<file path="src/rtl/i2c_transaction_sequencer.sv">
// rtl/i2c_transaction_sequencer.sv - register-level request to i2c_master_controller command sequencer
// Emits START/WR/RESTART/RD/STOP through the ready/strobe handshake and reports one done pulse per request.
module i2c_transaction_sequencer #(
    parameter int TIMEOUT_CYCLES = 65535
) (
    input  logic       i_clk,
    input  logic       i_reset,
    input  logic       i_start,
    input  logic       i_rw,
    input  logic [6:0] i_dev_addr,
    input  logic [7:0] i_reg_addr,
    input  logic [7:0] i_wdata,
    output logic       o_busy,
    output logic       o_done,
    output logic       o_nack,
    output logic       o_timeout,
    output logic [7:0] o_rdata,
    output logic [2:0] o_cmd,
    output logic [7:0] o_din,
    output logic       o_wr_i2c,
    input  logic       i_ready,
    input  logic       i_nack,
    input  logic [7:0] i_dout
);

    localparam int TW = $clog2(TIMEOUT_CYCLES + 1);
    localparam logic [TW-1:0] TMAX = TW'(TIMEOUT_CYCLES);

    localparam logic [2:0] CMD_START   = 3'b001;
    localparam logic [2:0] CMD_WR      = 3'b010;
    localparam logic [2:0] CMD_RD      = 3'b011;
    localparam logic [2:0] CMD_STOP    = 3'b100;
    localparam logic [2:0] CMD_RESTART = 3'b101;

    typedef enum logic [2:0] {
        S_IDLE,
        S_ISSUE,
        S_WAIT_ACC,
        S_WAIT_DONE,
        S_EVAL,
        S_DONE
    } state_t;

    state_t        state_q, state_d;
    logic [2:0]    step_q, step_d;
    logic          rw_q, rw_d;
    logic [6:0]    dev_q, dev_d;
    logic [7:0]    reg_q, reg_d;
    logic [7:0]    wdata_q, wdata_d;
    logic          nack_q, nack_d;
    logic          timeout_q, timeout_d;
    logic [7:0]    rdata_q, rdata_d;
    logic [2:0]    cmd_q, cmd_d;
    logic [7:0]    din_q, din_d;
    logic          wr_q, wr_d;
    logic          done_q, done_d;
    logic          busy_q, busy_d;
    logic [TW-1:0] tcnt_q, tcnt_d;
    logic          tmo_hit;
    logic          waiting;
    logic [2:0]    stop_step;

    // Command/data for a given step; read sequences use the 7-step table, writes the 5-step one.
    function automatic logic [10:0] step_cmd(input logic [2:0] step, input logic rw,
                                             input logic [6:0] dev, input logic [7:0] ra,
                                             input logic [7:0] wd);
        logic [10:0] r;
        r = {CMD_STOP, 8'h00};
        if (!rw) begin
            case (step)
                3'd0:    r = {CMD_START, 8'h00};
                3'd1:    r = {CMD_WR, dev, 1'b0};
                3'd2:    r = {CMD_WR, ra};
                3'd3:    r = {CMD_WR, wd};
                default: r = {CMD_STOP, 8'h00};
            endcase
        end else begin
            case (step)
                3'd0:    r = {CMD_START, 8'h00};
                3'd1:    r = {CMD_WR, dev, 1'b0};
                3'd2:    r = {CMD_WR, ra};
                3'd3:    r = {CMD_RESTART, 8'h00};
                3'd4:    r = {CMD_WR, dev, 1'b1};
                3'd5:    r = {CMD_RD, 8'h01};
                default: r = {CMD_STOP, 8'h00};
            endcase
        end
        return r;
    endfunction

    assign tmo_hit   = (tcnt_q == TMAX);
    assign waiting   = (state_q == S_ISSUE) || (state_q == S_WAIT_ACC) || (state_q == S_WAIT_DONE);
    assign stop_step = rw_q ? 3'd6 : 3'd4;

    always_ff @(posedge i_clk or posedge i_reset) begin
        if (i_reset) begin
            state_q   <= S_IDLE;
            step_q    <= 3'd0;
            rw_q      <= 1'b0;
            dev_q     <= 7'h00;
            reg_q     <= 8'h00;
            wdata_q   <= 8'h00;
            nack_q    <= 1'b0;
            timeout_q <= 1'b0;
            rdata_q   <= 8'h00;
            cmd_q     <= 3'b000;
            din_q     <= 8'h00;
            wr_q      <= 1'b0;
            done_q    <= 1'b0;
            busy_q    <= 1'b0;
            tcnt_q    <= '0;
        end else begin
            state_q   <= state_d;
            step_q    <= step_d;
            rw_q      <= rw_d;
            dev_q     <= dev_d;
            reg_q     <= reg_d;
            wdata_q   <= wdata_d;
            nack_q    <= nack_d;
            timeout_q <= timeout_d;
            rdata_q   <= rdata_d;
            cmd_q     <= cmd_d;
            din_q     <= din_d;
            wr_q      <= wr_d;
            done_q    <= done_d;
            busy_q    <= busy_d;
            tcnt_q    <= tcnt_d;
        end
    end

    always_comb begin
        state_d = state_q;
        case (state_q)
            S_IDLE:      if (i_start) state_d = S_ISSUE;
            S_ISSUE:     if (i_ready) state_d = S_WAIT_ACC;
                         else if (tmo_hit) state_d = S_DONE;
            S_WAIT_ACC:  if (!i_ready) state_d = S_WAIT_DONE;
                         else if (tmo_hit) state_d = S_DONE;
            S_WAIT_DONE: if (i_ready) state_d = S_EVAL;
                         else if (tmo_hit) state_d = S_DONE;
            S_EVAL:      state_d = (cmd_q == CMD_STOP) ? S_DONE : S_ISSUE;
            S_DONE:      state_d = S_IDLE;
            default:     state_d = S_IDLE;
        endcase
    end

    always_comb begin
        step_d    = step_q;
        rw_d      = rw_q;
        dev_d     = dev_q;
        reg_d     = reg_q;
        wdata_d   = wdata_q;
        nack_d    = nack_q;
        timeout_d = timeout_q;
        rdata_d   = rdata_q;
        cmd_d     = cmd_q;
        din_d     = din_q;
        wr_d      = 1'b0;
        done_d    = (state_d == S_DONE);
        busy_d    = (state_d != S_IDLE);
        tcnt_d    = (state_d != state_q || !waiting) ? '0 : tcnt_q + 1'b1;

        if (state_q == S_IDLE && i_start) begin
            step_d    = 3'd0;
            rw_d      = i_rw;
            dev_d     = i_dev_addr;
            reg_d     = i_reg_addr;
            wdata_d   = i_wdata;
            nack_d    = 1'b0;
            timeout_d = 1'b0;
        end
        if (state_q == S_ISSUE && i_ready) wr_d = 1'b1;
        // Only a handshake wait can jump straight to DONE; that path is the hung-controller abort.
        if (waiting && state_d == S_DONE) timeout_d = 1'b1;
        if (state_q == S_EVAL) begin
            if (cmd_q == CMD_WR && i_nack) begin
                nack_d = 1'b1;
                step_d = stop_step;
            end else begin
                if (cmd_q == CMD_RD) rdata_d = i_dout;
                if (cmd_q != CMD_STOP) step_d = step_q + 3'd1;
            end
        end
        if (state_d == S_ISSUE && state_q != S_ISSUE)
            {cmd_d, din_d} = step_cmd(step_d, rw_d, dev_d, reg_d, wdata_d);
    end

    assign o_busy    = busy_q;
    assign o_done    = done_q;
    assign o_nack    = nack_q;
    assign o_timeout = timeout_q;
    assign o_rdata   = rdata_q;
    assign o_cmd     = cmd_q;
    assign o_din     = din_q;
    assign o_wr_i2c  = wr_q;

endmodule

</file>
<file path="config.mk">
export PLATFORM = sky130hd
export DESIGN_NAME = i2c_transaction_sequencer
export DESIGN_NICKNAME = d
export VERILOG_FILES = /design/src/rtl/i2c_transaction_sequencer.sv
export SDC_FILE = /design/constraint.sdc
export NUM_CORES = 1
export LEC_CHECK = 0
export CAP_MARGIN = 20
export CORE_ASPECT_RATIO = 0.5
export CORE_UTILIZATION = 49
export CTS_BUF_LIST = sky130_fd_sc_hd__clkbuf_4
export DETAILED_ROUTE_END_ITERATION = 10
export GPL_TIMING_DRIVEN = 0
export PLACE_DENSITY = 0.78
export REMOVE_ABC_BUFFERS = 1
export SYNTH_ARGS = -nofsm -noshare
export SYNTH_HDL_FRONTEND = slang
export SYNTH_SLANG_ARGS = --single-unit
</file>
<file path="constraint.sdc">
create_clock -name i_clk -period 2.2 [get_ports i_clk]
set_clock_uncertainty 0.1 [all_clocks]
set_input_delay 0.33 -clock i_clk [delete_from_list [all_inputs] [get_ports i_clk]]
set_output_delay 0.33 -clock i_clk [all_outputs]
set_load 0.005 [all_outputs]
</file>
==> run_results.csv <==
group,metric,value,unit
run_status,status,"finished, violations left",
run_status,violations,"negative setup slack",
power,power.switching,2.09,mW
route,top_layer,"met4",
power,sw_frac_of_total,39.3,%
final_layout,final_util,71.3,%
clock_network,clockBufferDepth,2,
clock_network,clk_pin_slew_worst_paths,0.11,ns
sta,timing.final.setup_violations,11,
clock_network,cts_htree_levels,3,
power,p_seq_share,37.0,%
route,wirelength,9340,um
clock_network,insertion_delay,0.43,ns
placed_design,place_hpwl,5050,um
synthesis,synthArstFlopShare,100,%
placed_design,dp_slack,-1.28,ns
power,power-per-cell-area,1110,nW/um^2
synthesis,syn_avg_cell_area,9.96,um^2
floorplanning,start_util,51.0,%
placed_design,place.gp.congestion,0.786,
sta,hold_violations,0,
route,vias,2940,
floorplanning,row_count,21,
synthesis,synthesis.area,3420,um^2
critical_path,critPathKind,"reg2reg",
power,p_clk_share,12.9,%
placed_design,dp_cells,482,
final_layout,diodes,0,
synthesis,synth-edff-count,0,
placed_design,io_buffers,60,
grt,grt_overflow_total,0,
sta,final.min_clock_period,2.50,ns
grt,grt_pass1_vias,2866,
route,wl_met3,512,um
route,wl_per_cell,17.4,um
grt,grt_max_degree,71,
synthesis,synth_top_area_cell,"dfrtp_1",
sta,fin_crit_sh,114,%
route,wl_met2,4790,um
sta,postLayoutSetupSlackWorst,-0.304,ns
synthesis,synth_seq_cells,70,
route,m1WireLength,3690,um
critical_path,cp.arrival,2.75,ns
critical_path,crit_chain,"or3b_4 -> buf_6 -> o211a_1 -> a211oi_4 -> inv_2 -> nor2_2 -> a31oi_1 -> a21oi_1",
clock_network,cts_tree,"built",
clock_network,cts_buffers,9,
grt,antenna_found_initial,0,
sta,hold-worst-slack,0.337,ns
sta,drv_slew,0,
floorplanning,core,6700,um^2
critical_path,required,2.45,ns
critical_path,cp_max_fo,5,
power,power.leakage,2.15,nW
synthesis,yosysSeqAreaShare,51.3,%
critical_path,slowest_stage,"or3b_4",
route,initialDrtViolationCount,185,
critical_path,cp-end-kind,"flip-flop",
power,total_power,5.30,mW
critical_path,critical_path.top_delay_family,"compound AO/OA/AOI/OAI gates",
power,irDropWorstVdd,0.560,mV
grt,grt_pass1_wl,13500,um
final_layout,fin_cells,536,
synthesis,yosys_warnings,0,
final_layout,drive_gt1_share,25.5,%
synthesis,ys.flop_type,"dfrtp_1",
critical_path,crit_path_max_incr_delay,0.47,ns
final_layout,fillers,455,
job,max_cap_violations,0,
grt,grt_usage,24.6,%
sta,max_slew_margin,42.6,%
route,drtPass1Iterations,4,
floorplanning,ios,61,
synthesis,synthTopCellsByArea,"dfrtp_1 (51%), nand2_1 (8.1%), mux2_2 (3.3%), nor2_1 (3.2%), mux2i_1 (2.9%)",
power,power_frac_comb,50.1,%
floorplanning,die_x,120,um
hold_path,hp-class,"in2async",
synthesis,ys_types,54,
synthesis,synth_top_area_share,51.3,%
clock_network,ctsRootBufferMaster,"clkbuf_4",
floorplanning,chipHeight,61.1,um
final_layout,final_nets,479,
sta,tightest_slew,0.861,ns
clock_network,clock_sinks,70,
synthesis,syn_inst,343,
route,ant_nets,0,
floorplanning,die-area,7330,um^2
critical_path,crit_buf_inv,2,
sta,max_freq,0.399,GHz
final_layout,syn2layout_area_growth,39.7,%
critical_path,critPathLaunchType,"flip-flop",
route,vias_per_cell,5.49,
route,drc,0,
power,cellInternalPower,3.22,mW
sta,rsz0062_at_grt,"yes",
-- timing repair --
action | CTS | global route
hold buffers | 0 | 0
gates resized for setup | 43 | 19
pin swaps | 21 | 14
cloned | 1 | 0
setup endpoints to repair | 34 | 12
hold endpoints to repair | 0 | 0
buffers inserted | 28 | 10
-- sequential cells by signal, summed over array words and instances (netlist names) --
register	count
reg_q	8
o_rdata	8
dev_q	7
o_wr_i2c	1
rw_q	1
o_cmd	3
state_q	3
wdata_q	8
o_nack	1
step_q	3
o_done	1
tcnt_q	16
o_din	8
o_busy	1
o_timeout	1
-- final timing paths --
path | cells after the start | endpoint | from | slack, ns
worst max-delay path | 8 | o_cmd[0] | state_q[1] | -0.30
worst min-delay path | 2 | tcnt_q[6] | i_reset | 0.34
worst max register to register | 8 | o_cmd[0] | state_q[1] | -0.30
worst min register to register | 2 | wdata_q[3] | wdata_q[3] | 0.39
max in group asynchronous | 2 | o_cmd[0] | i_reset | 1.07
min in group i_clk | 3 | wdata_q[1] | i_wdata[1] | 0.37
-- cells in the mapped netlist, types with 2 or more instances --
master and n:
buf_2 2, mux2_2 10, inv_2 2, dfrtp_1 70, o21ai_0 7, o21ai_1 2
mux2i_1 10, ha_1 2, and3_1 2, o21bai_1 2, o211ai_1 7, nor3b_1 2
a21boi_0 2, nor4_1 2, xor2_1 10, clkbuf_1 11, a211o_1 3, a31oi_1 2
nor2_1 29, and2_1 7, nor3_1 5, nand4_1 4, nor2b_1 4, a21oi_1 4
nand2_1 74, xnor2_1 6, nand2b_1 10, inv_1 13, o31a_1 7, a221oi_2 2
nand3_1 7
-- cell usage in the layout (no fill, tap or decap), types with 3 or more instances in the layout --
master,Yosys,layout
dfrtp_1,70,65
nand3_1,7,5
o31a_1,7,7
nand4_1,4,4
buf_6,0,11
nor2b_1,4,4
and2_1,7,6
nor2_1,29,26
nand2b_4,0,7
mux2i_1,10,8
dfrtp_2,0,5
nand2_1,74,74
o21ai_0,7,6
xnor2_1,6,6
clkbuf_4,0,12
buf_4,1,26
xor2_1,10,10
inv_1,13,12
nor2_2,0,3
a21oi_1,4,3
clkdlybuf4s50_1,0,60
mux2_2,10,10
nor3_1,5,3
o211ai_1,7,7
-- per-layer routing --
metal | track usage (%) | vias to the layer above
li1 | - | 1363
met1 | 27.5 | 1446
met2 | 44.5 | 96
met3 | 7.13 | 35
met4 | 13.2 | 0
met5 | 0 | -
-- power by group through the flow --
stage | Combinational, mW | Sequential [mW] | Clock, mW
after floorplan | 1.16 | 1.93 | 0
after global placement | 1.71 | 1.96 | 0
after detailed placement | 1.78 | 1.98 | 0
after CTS | 2.30 | 1.95 | 0.692
after global routing | 2.84 | 2.00 | 0.746
final | 2.66 | 1.96 | 0.683
-- worst register-to-register path, cell delays in order (launching register included) --
cell and delay [ns]:
dfrtp_2 0.46, or3b_4 0.47, buf_6 0.15, o211a_1 0.24
a211oi_4 0.36, inv_2 0.16, nor2_2 0.19, a31oi_1 0.12
a21oi_1 0.17
-- layout make-up --
| cell class | count | area, um^2 | share of cell area [%] |
|---|---|---|---|
| clock buffer | 12 | 90.1 | 1.89 |
| sequential | 70 | 1760 | 36.8 |
| timing repair buffer | 99 | 950 | 19.9 |
| clock inverter | 3 | 12.5 | 0.262 |
| multi-input combinational | 244 | 1780 | 37.4 |
| tap | 92 | 115 | 2.41 |
| inverter | 16 | 65.1 | 1.36 |
-- cell families after synthesis --
family / count (synthesis) / synth area share, %
multiplexers: 22 / 7.32
XOR/XNOR: 16 / 4.10
flip-flops: 70 / 51.3
buffers and inverters: 30 / 3.55
adder cells (fa/ha/maj): 2 / 0.732
AND/OR/NAND/NOR: 156 / 22.3
AO/OA/AOI/OAI: 47 / 10.8
-- per-stage QoR --
step	setup TNS (ns)	cell area, um^2
floorplan	-5.99	3360
global placement	-98.44	4070
detailed placement	-18.82	4090
CTS	-0.327	4620
global route	-3.09	4770
finish	-2.52	4770
No activity file was read; power rests on OpenSTA's default activity.
